===== src/rtl/dbg_uart_sched_pkg.sv =====
// Shared constants and state encoding for the debug-snapshot UART scheduler.
package dbg_uart_pkg;
    typedef enum logic [1:0] {ST_IDLE, ST_LOAD, ST_WAIT_ACK, ST_WAIT_DONE} state_t;
    typedef logic [3:0] idx_t;

    localparam int         FRAME_LEN       = 15;
    localparam int         SHADOW_LEN      = FRAME_LEN - 1;
    localparam logic [7:0] SYNC_BYTE_DEF   = 8'hA5;
    localparam int         ACK_TIMEOUT_DEF = 4;

    // Byte positions within a frame; the shadow register holds indices 1..14.
    localparam idx_t IDX_SYNC   = 4'd0;
    localparam idx_t IDX_STATUS = 4'd1;
    localparam idx_t IDX_PC_HI  = 4'd2;
    localparam idx_t IDX_PC_LO  = 4'd3;
    localparam idx_t IDX_SP_HI  = 4'd4;
    localparam idx_t IDX_SP_LO  = 4'd5;
    localparam idx_t IDX_AF_HI  = 4'd6;
    localparam idx_t IDX_AF_LO  = 4'd7;
    localparam idx_t IDX_BC_HI  = 4'd8;
    localparam idx_t IDX_BC_LO  = 4'd9;
    localparam idx_t IDX_DE_HI  = 4'd10;
    localparam idx_t IDX_DE_LO  = 4'd11;
    localparam idx_t IDX_HL_HI  = 4'd12;
    localparam idx_t IDX_HL_LO  = 4'd13;
    localparam idx_t IDX_OPCODE = 4'd14;
    localparam idx_t IDX_LAST   = IDX_OPCODE;
endpackage


===== src/rtl/dbg_uart_sched_if.sv =====
// Byte-level handshake between the frame scheduler and a UART transmitter.
interface dbg_uart_sched_if;
    logic       tx_start;
    logic [7:0] tx_byte;
    logic       tx_busy;

    modport master (output tx_start, output tx_byte, input tx_busy);
    modport slave  (input tx_start, input tx_byte, output tx_busy);
endinterface


===== src/rtl/dbg_uart_sched_trig_sync.sv =====
// Two-flop synchronizer for the core-domain trigger plus rising-edge detect.
module trig_sync (
    input  logic clk,
    input  logic rst_n,
    input  logic trigger,
    output logic pulse
);
    logic [1:0] sync;
    logic       prev;

    always_ff @(posedge clk or negedge rst_n) begin
        if (!rst_n) begin
            sync <= '0;
            prev <= 1'b0;
        end else begin
            sync <= {sync[0], trigger};
            prev <= sync[1];
        end
    end

    assign pulse = sync[1] & ~prev;
endmodule


===== src/rtl/dbg_uart_sched.sv =====
// Captures a CPU register snapshot on trigger and streams it as a 15-byte
// frame to a UART, one byte per tx_start/tx_busy handshake.
module dbg_uart_sched
    import dbg_uart_pkg::*;
#(
    parameter logic [7:0] SYNC_BYTE   = SYNC_BYTE_DEF,
    parameter int         ACK_TIMEOUT = ACK_TIMEOUT_DEF
) (
    input  logic                clk,
    input  logic                rst_n,
    input  logic                trigger,
    input  logic                enable,
    input  logic [7:0]          dbg_status,
    input  logic [15:0]         dbg_pc,
    input  logic [15:0]         dbg_sp,
    input  logic [15:0]         dbg_af,
    input  logic [15:0]         dbg_bc,
    input  logic [15:0]         dbg_de,
    input  logic [15:0]         dbg_hl,
    input  logic [7:0]          dbg_opcode,
    dbg_uart_sched_if.master    uart,
    output logic                busy,
    output logic [7:0]          drop_cnt
);
    localparam int ACK_W = $clog2(ACK_TIMEOUT + 1);

    state_t                         state;
    idx_t                           idx;
    logic [SHADOW_LEN-1:0][7:0]     shadow;
    logic [7:0]                     tx_byte_q;
    logic [ACK_W-1:0]               ack_cnt;
    logic                           trig_pulse;
    logic                           accept;
    logic [7:0]                     next_byte;

    trig_sync u_trig_sync (
        .clk     (clk),
        .rst_n   (rst_n),
        .trigger (trigger),
        .pulse   (trig_pulse)
    );

    assign accept = trig_pulse && (state == ST_IDLE) && enable;
    // Frame byte idx+1 lives at shadow[idx] because byte 0 is the sync marker.
    assign next_byte = (idx < IDX_LAST) ? shadow[idx] : 8'h00;

    always_ff @(posedge clk or negedge rst_n) begin
        if (!rst_n) begin
            state     <= ST_IDLE;
            idx       <= IDX_SYNC;
            shadow    <= '0;
            tx_byte_q <= 8'h00;
            ack_cnt   <= '0;
            busy      <= 1'b0;
            drop_cnt  <= 8'h00;
        end else begin
            if (trig_pulse && !accept && drop_cnt != 8'hFF)
                drop_cnt <= drop_cnt + 8'd1;

            case (state)
                ST_IDLE: begin
                    if (accept) begin
                        shadow    <= {dbg_opcode,
                                      dbg_hl[7:0], dbg_hl[15:8],
                                      dbg_de[7:0], dbg_de[15:8],
                                      dbg_bc[7:0], dbg_bc[15:8],
                                      dbg_af[7:0], dbg_af[15:8],
                                      dbg_sp[7:0], dbg_sp[15:8],
                                      dbg_pc[7:0], dbg_pc[15:8],
                                      dbg_status};
                        idx       <= IDX_SYNC;
                        tx_byte_q <= SYNC_BYTE;
                        busy      <= 1'b1;
                        state     <= ST_LOAD;
                    end
                end
                ST_LOAD: begin
                    if (!uart.tx_busy) begin
                        ack_cnt <= '0;
                        state   <= ST_WAIT_ACK;
                    end
                end
                ST_WAIT_ACK: begin
                    // A UART that never raises tx_busy still gets the frame moving.
                    if (uart.tx_busy || ack_cnt == ACK_W'(ACK_TIMEOUT - 1))
                        state <= ST_WAIT_DONE;
                    else
                        ack_cnt <= ack_cnt + 1'b1;
                end
                ST_WAIT_DONE: begin
                    if (!uart.tx_busy) begin
                        if (idx == IDX_LAST) begin
                            busy  <= 1'b0;
                            state <= ST_IDLE;
                        end else begin
                            idx       <= idx + 4'd1;
                            tx_byte_q <= next_byte;
                            state     <= ST_LOAD;
                        end
                    end
                end
                default: state <= ST_IDLE;
            endcase
        end
    end

    assign uart.tx_start = (state == ST_LOAD) && !uart.tx_busy;
    assign uart.tx_byte  = tx_byte_q;
endmodule


===== src/flat_wrapper.sv =====
// flat-port wrapper written by rule: the top's interface ports become plain ports
module dbg_uart_sched_flat import dbg_uart_pkg::*;
#(
    parameter logic [7:0] SYNC_BYTE   = SYNC_BYTE_DEF,
    parameter int         ACK_TIMEOUT = ACK_TIMEOUT_DEF
)
  (clk, rst_n, trigger, enable, dbg_status, dbg_pc, dbg_sp, dbg_af, dbg_bc, dbg_de, dbg_hl, dbg_opcode, busy, drop_cnt, uart_tx_start, uart_tx_byte, uart_tx_busy);
  dbg_uart_sched_if uart_i ();
  input  logic clk;
  input  logic rst_n;
  input  logic trigger;
  input  logic enable;
  input  logic [7:0] dbg_status;
  input  logic [15:0] dbg_pc;
  input  logic [15:0] dbg_sp;
  input  logic [15:0] dbg_af;
  input  logic [15:0] dbg_bc;
  input  logic [15:0] dbg_de;
  input  logic [15:0] dbg_hl;
  input  logic [7:0] dbg_opcode;
  output logic busy;
  output logic [7:0] drop_cnt;
  output wire logic [$bits(uart_i.tx_start)-1:0] uart_tx_start;
  output wire logic [$bits(uart_i.tx_byte)-1:0] uart_tx_byte;
  input wire logic [$bits(uart_i.tx_busy)-1:0] uart_tx_busy;
  assign uart_tx_start = uart_i.tx_start;
  assign uart_tx_byte = uart_i.tx_byte;
  assign uart_i.tx_busy = uart_tx_busy;
  dbg_uart_sched #(.SYNC_BYTE(SYNC_BYTE), .ACK_TIMEOUT(ACK_TIMEOUT)) u_core (.clk(clk), .rst_n(rst_n), .trigger(trigger), .enable(enable), .dbg_status(dbg_status), .dbg_pc(dbg_pc), .dbg_sp(dbg_sp), .dbg_af(dbg_af), .dbg_bc(dbg_bc), .dbg_de(dbg_de), .dbg_hl(dbg_hl), .dbg_opcode(dbg_opcode), .uart(uart_i), .busy(busy), .drop_cnt(drop_cnt));
endmodule

===== config.mk =====
export PLATFORM = sky130hd
export DESIGN_NAME = dbg_uart_sched_flat
export DESIGN_NICKNAME = d
export VERILOG_FILES = /design/src/rtl/dbg_uart_sched_pkg.sv /design/src/rtl/dbg_uart_sched_if.sv /design/src/rtl/dbg_uart_sched_trig_sync.sv /design/src/rtl/dbg_uart_sched.sv /design/src/flat_wrapper.sv
export SDC_FILE = /design/constraint.sdc
export NUM_CORES = 1
export LEC_CHECK = 0
export CAP_MARGIN = 10
export CELL_PAD_IN_SITES_DETAIL_PLACEMENT = 1
export CELL_PAD_IN_SITES_GLOBAL_PLACEMENT = 2
export CORE_ASPECT_RATIO = 1.25
export CORE_MARGIN = 3
export CORE_UTILIZATION = 35
export CTS_CLUSTER_SIZE = 25
export DETAILED_ROUTE_END_ITERATION = 10
export GPL_TIMING_DRIVEN = 0
export PLACE_DENSITY_LB_ADDON = 0.1
export SLEW_MARGIN = 15
export SYNTH_ARGS = -nofsm -noshare
export SYNTH_HDL_FRONTEND = slang
export SYNTH_HIERARCHICAL = 1
export SYNTH_SLANG_ARGS = --single-unit

===== constraint.sdc =====
create_clock -name clk -period 2.3 [get_ports clk]
set_input_delay 0.46 -clock clk [delete_from_list [all_inputs] [get_ports clk]]
set_output_delay 0.46 -clock clk [all_outputs]
set_load 0.1 [all_outputs]

# --- Yosys cells after proc, flatten, opt, wreduce, memory -nomap -nowiden ---
# Cells that the tools add are included.
op_classes:
  n_addsub: 3
  order_cmp: 2
  n_eq_ne: 13
  muxes: 24
  n_bitwise: 2
  n_reduce_logical: 16
op_table:
  columns: ["operator", "n"]
  rows:
  - ["$mux 8", 5]
  - ["$bmux 8 s4", 1]
  - ["$pmux 8 s2", 1]
  - ["$mux 4", 3]
  - ["$reduce_and 4->1", 3]
  - ["$add 8x1->8 const B", 1]
  - ["$mux 2", 4]
  - ["$ne 2x2->1 const B", 4]
  - ["$ne 8x8->1 const B", 1]
  - ["$pmux 2 s4", 1]
  - ["$pmux 4 s2", 1]
  - ["$mux 3", 2]
  - ["$ne 2x1->1 const B", 3]
  - ["$pmux 3 s2", 1]
  - ["$logic_and 1x1->1", 5]
  - ["$lt 4x5->1 const B", 1]
  - ["$add 4x1->4 const B", 1]
  - ["$eq 2x2->1 const B", 2]
  - ["$eq 4x4->1 const B", 1]
  - ["$lt 4x4->1 const B", 1]
  - ["$mux 1", 4]
  - ["$reduce_bool 2->1", 2]
  - ["$add 3x1->3 const B", 1]
  - ["$eq 3x2->1 const B", 1]
  - ["other kinds (9)", 10]
word_totals:
  ff_bits: 141
  input_bits: 117
  output_inout_bits: 18
  wordCells: 82

# --- Longest topological paths before layout ---
depth:
  ltp_word: 7
  depth_mapped: 9
  depth_no_buf: 6

# --- By module ---
# The synthesis kept the hierarchy.
modules_own_cells:
  columns: ["mod", "n_inst", "cells_per_inst", "area_per_inst_um2", "seq_area_each_um2"]
  rows:
  - ["dbg_uart_sched", 1, 464, 6470.0, 3453.3]
  - ["trig_sync", 1, 4, 88.8, 75.1]

# --- Least setup slack after synthesis ---
# Ideal clock, no wire load.
synth_path:
  path_kind: "register -> output"
  start: "register u_core.state[1]"
  end: "output port uart_tx_start"
  arrival_time_ns: 1.994
  required_time_ns: 1.840
  setup_slack_ns: -0.154
  stages_incl_launch_ff: 4
  n_path_buf: 0
  cell_sequence: "dfrtp_1 inv_1 ha_1 nor2b_1"
synth_between:
  elab_chain_cells: 2
synth_lines:
  columns: ["item", "line", "source"]
  rows:
  - ["start, declared", "dbg_uart_sched.sv:27", "state_t state;"]
  - ["start signal, assigned", "dbg_uart_sched.sv:49", "state <= ST_IDLE;"]
  - ["start signal, assigned", "dbg_uart_sched.sv:74", "state <= ST_LOAD;"]
  - ["start signal, assigned", "dbg_uart_sched.sv:80", "state <= ST_WAIT_ACK;"]
  - ["$eq 2x1->1", "dbg_uart_sched.sv:107", "assign uart.tx_start = (state == ST_LOAD) && !uart.tx_busy;"]
  - ["$logic_and 1x1->1", "dbg_uart_sched.sv:107", null]
  - ["end, declared", "flat_wrapper.sv:23", "output wire logic [$bits(uart_i.tx_start)-1:0] uart_tx_start;"]
# No other way between the ends.

# --- Worst setup path in the final report ---
layout_path:
  start: "register u_core.drop_cnt[2]"
  end: "output port drop_cnt[2]"
layout_rtl:
  columns: ["item", "line", "source"]
  rows:
  - ["start, declared", "dbg_uart_sched.sv:23", "output logic [7:0] drop_cnt"]
  - ["start signal, assigned", "dbg_uart_sched.sv:58", "drop_cnt <= drop_cnt + 8'd1;"]
  - ["end, declared", "flat_wrapper.sv:22", "output logic [7:0] drop_cnt;"]
# No word-level cell between the ends.

==> metrics.txt <==
status finished, final reports clean; setup TNS 0 ns; WL final approximately 17000 um; Skew-Pair Late Insertion Delay 0.42 ns; Reg2Reg Launch Point u_core/state[0]; CTS tree yes; Mapped Cells between 400 and 500; fill count 1838; ANT cells 0; Reg clk slew, reported paths 0.06 ns; hpwl dp 13000 um; die width 128 um; core box area around 18000 um^2; clk buf depth 2; initial antenna violation count 0; Crit Path Category register to output pin; syn_nets 594; postcts setup bufs 0; R2R Path End u_core/shadow[104]; Synth Warn # 6; Buf/Inv on CP 1; post-layout util around half; Main synth FF type dfrtp_1; area of the multi-input gates approximately 2800 um^2; top post-synthesis cells by area dfrtp_1 (54%), mux2_2 (20%), mux2i_1 (5.5%); Worst Tran Pin Value 1.02 ns; gr ovfl total 0; Cell Pwr Density 1270 nW/um^2; Finish-stage setup viols 0; die area 20400 um^2; clk_skew 0.00794 ns; hold endpoint u_core/u_trig_sync/sync[1]; DRT Pass-1 Iters 4; die span in y 159 um; via count 4425; #FFs+latches synth 141; CP required 1.84 ns; Iter 0 DRT Violations 193; final hold vios 0; max-cap violation count 0; Syn Area/Cell about 14 um^2; Reg2Reg Depth 6; Startpoint Class register; largest net degree at the start of global routing 103; vias in the first global route 4949; minimum clock period 2.22 ns; Root Driver clkbuf_16; fin nets 747; DRC 0; first-pass GRT wire length about 27000 um; Tot GR Track Use 17.4%; worst IR drop on VDD 0.000580 V; Synth top area share 53.8%; share of cells above drive strength 1 28.9%; leakage power 3.71 nW; unrepaired setup endpoints after global routing no; Rel. slew slack 32.5%; H-Tree Depth 4; CTS sink cnt 141; I/O Pins 135; Synth area leader dfrtp_1; HP Start u_core/u_trig_sync/sync[0]; Levels on crit path 1; post-DR wirelength/cell 20.2 um; slowest stage delay, CP 0.89 ns; Cell Chain, Critical Path dlygate4sd2_1; Reg area between 3000 and 4000 um^2; Area Growth Syn to Fin 34.4%; CP Max Fanout 6; CP endpoint kind output pin; WHS Path Cells 0; WHS 0.360 ns; crit path DAT 1.76 ns; EDFF count, synth 0; Yosys cell types 45; FP Rows 55; CP max stage cell dlygate4sd2_1; RePlAce Congestion between 0.7 and 0.8; starting density of the core between 30% and 40%; cell family with most CP delay buffers and inverters; Async S/R FF share, synth 100%; worst hold path type register to register; Reg2Reg Setup Slack around 0.15 ns; # port buffers 133; Final ANT Viol Nets 0; Power, Total 11.2 mW; CTS buffer count 17; mapped cell area about 6600 um^2; Slew Viols, Final 0; fin crit share between 90% and 100%; fmax between 0.4 and 0.5 GHz; via density per instance 5.13; Seq/Total Area, Yosys 53.8%
[cell usage after synthesis (2+ instances only)]
cell type and instances:
a221oi_1 4, nand2b_1 2, mux2i_1 36, dfrtp_1 141, mux4_1 4, nor2b_1 4, o21a_1 4, nand3_1 10
a22oi_1 8, o211ai_1 4, mux4_2 4, inv_1 10, o2111ai_1 4, xor2_1 6, o22a_1 4, or3_1 2
ha_1 9, clkbuf_1 5, o2bb2ai_1 5, a21oi_1 8, buf_6 5, buf_2 17, o21ai_0 4, nand2_1 6
nor2_1 7, mux2_2 115, nor3_1 3, o31ai_1 4, a22o_1 4, o221ai_1 4, nand3b_1 11
[layout by cell type, fill, tap and decap left out, drive strengths merged, types with 9 or more instances in the layout]
cell type / n
dfrtp: 141
mux2: 115
clkdlybuf4s50: 114
mux2i: 36
clkbuf: 27
buf: 23
dlygate4sd2: 17
inv: 12
nand3b: 11
nand3: 10
ha: 9
[kinds of logic after synthesis]
family,synth area share (%)
AOI/OAI and AO/OA,7.23
xor gates and xnor gates,0.935
adders and majority gates,1.72
buffers and inverters,3.32
DFF,53.8
muxes,28.2
and+or+nand+nor,4.79
[layout make-up]
class                   instances  area share (%)
well taps                     228            3.24
plain buffers                  27            2.04
repair buffers                135            15.3
inverters                      10           0.426
flip-flops and latches        141            40.0
clock buffers                  20            5.18
multi-input cells             289            31.9
clock inverters                12            1.83
[routing by layer]
metal / share of wire, % / vias up / GRT usage (%)
li1: - / 2042 / -
met1: 43 / 2261 / 22.4
met2: 51 / 103 / 29.5
met3: 3.9 / 19 / 3.46
met4: 1.4 / 0 / 5.16
met5: 0 / - / 0
[sequential cells by signal, summed over array words and instances, names as in the netlist]
| register | count |
|---|---|
| u_core/ack_cnt | 3 |
| u_core/busy | 1 |
| u_core/idx | 4 |
| u_core/drop_cnt | 8 |
| u_core/shadow | 112 |
| u_core/u_trig_sync/prev | 1 |
| u_core/uart.tx_byte | 8 |
| u_core/u_trig_sync/sync | 2 |
| u_core/state | 2 |
[what timing repair did]
action	in CTS	in global routing
hold buffers	1	0
gates cloned	0	0
setup endpoints to repair	25	3
hold endpoints to repair	39	0
gates resized for setup	23	2
[per-stage QoR]
| stage | area (um^2) | instances | setup slack (ns) |
|---|---|---|---|
| 2_1_floorplan | 6560 | 468 | 0.112 |
| 4_1_cts | 8810 | 862 | 0.0409 |
| 3_3_place_gp | 8180 | 829 | -4.99 |
| 5_1_grt | 8810 | 862 | 0.00293 |
| 6_report | 8810 | 862 | 0.0814 |
| 3_5_place_dp | 8210 | 830 | -0.174 |
[worst max path at each step]
stage | slack (ns) | startpoint | end
after floorplan | 0.11 | u_core/drop_cnt[0] | u_core/drop_cnt[1]
after global placement | -4.99 | rst_n | u_core/shadow[36]
after detailed placement | -0.17 | u_core/idx[0] | u_core/uart.tx_byte[2]
after CTS | 0.04 | u_core/drop_cnt[2] | drop_cnt[2]
after global routing | 0.003 | u_core/state[0] | u_core/shadow[108]
final | 0.08 | u_core/drop_cnt[2] | drop_cnt[2]
[report_power, final]
group,switching [mW],internal (mW)
sequential,0.652,3.61
combinational,2.17,1.94
clock,1.08,1.77
total,3.91,7.33
Note: power is estimated with default switching activity, not from simulation.
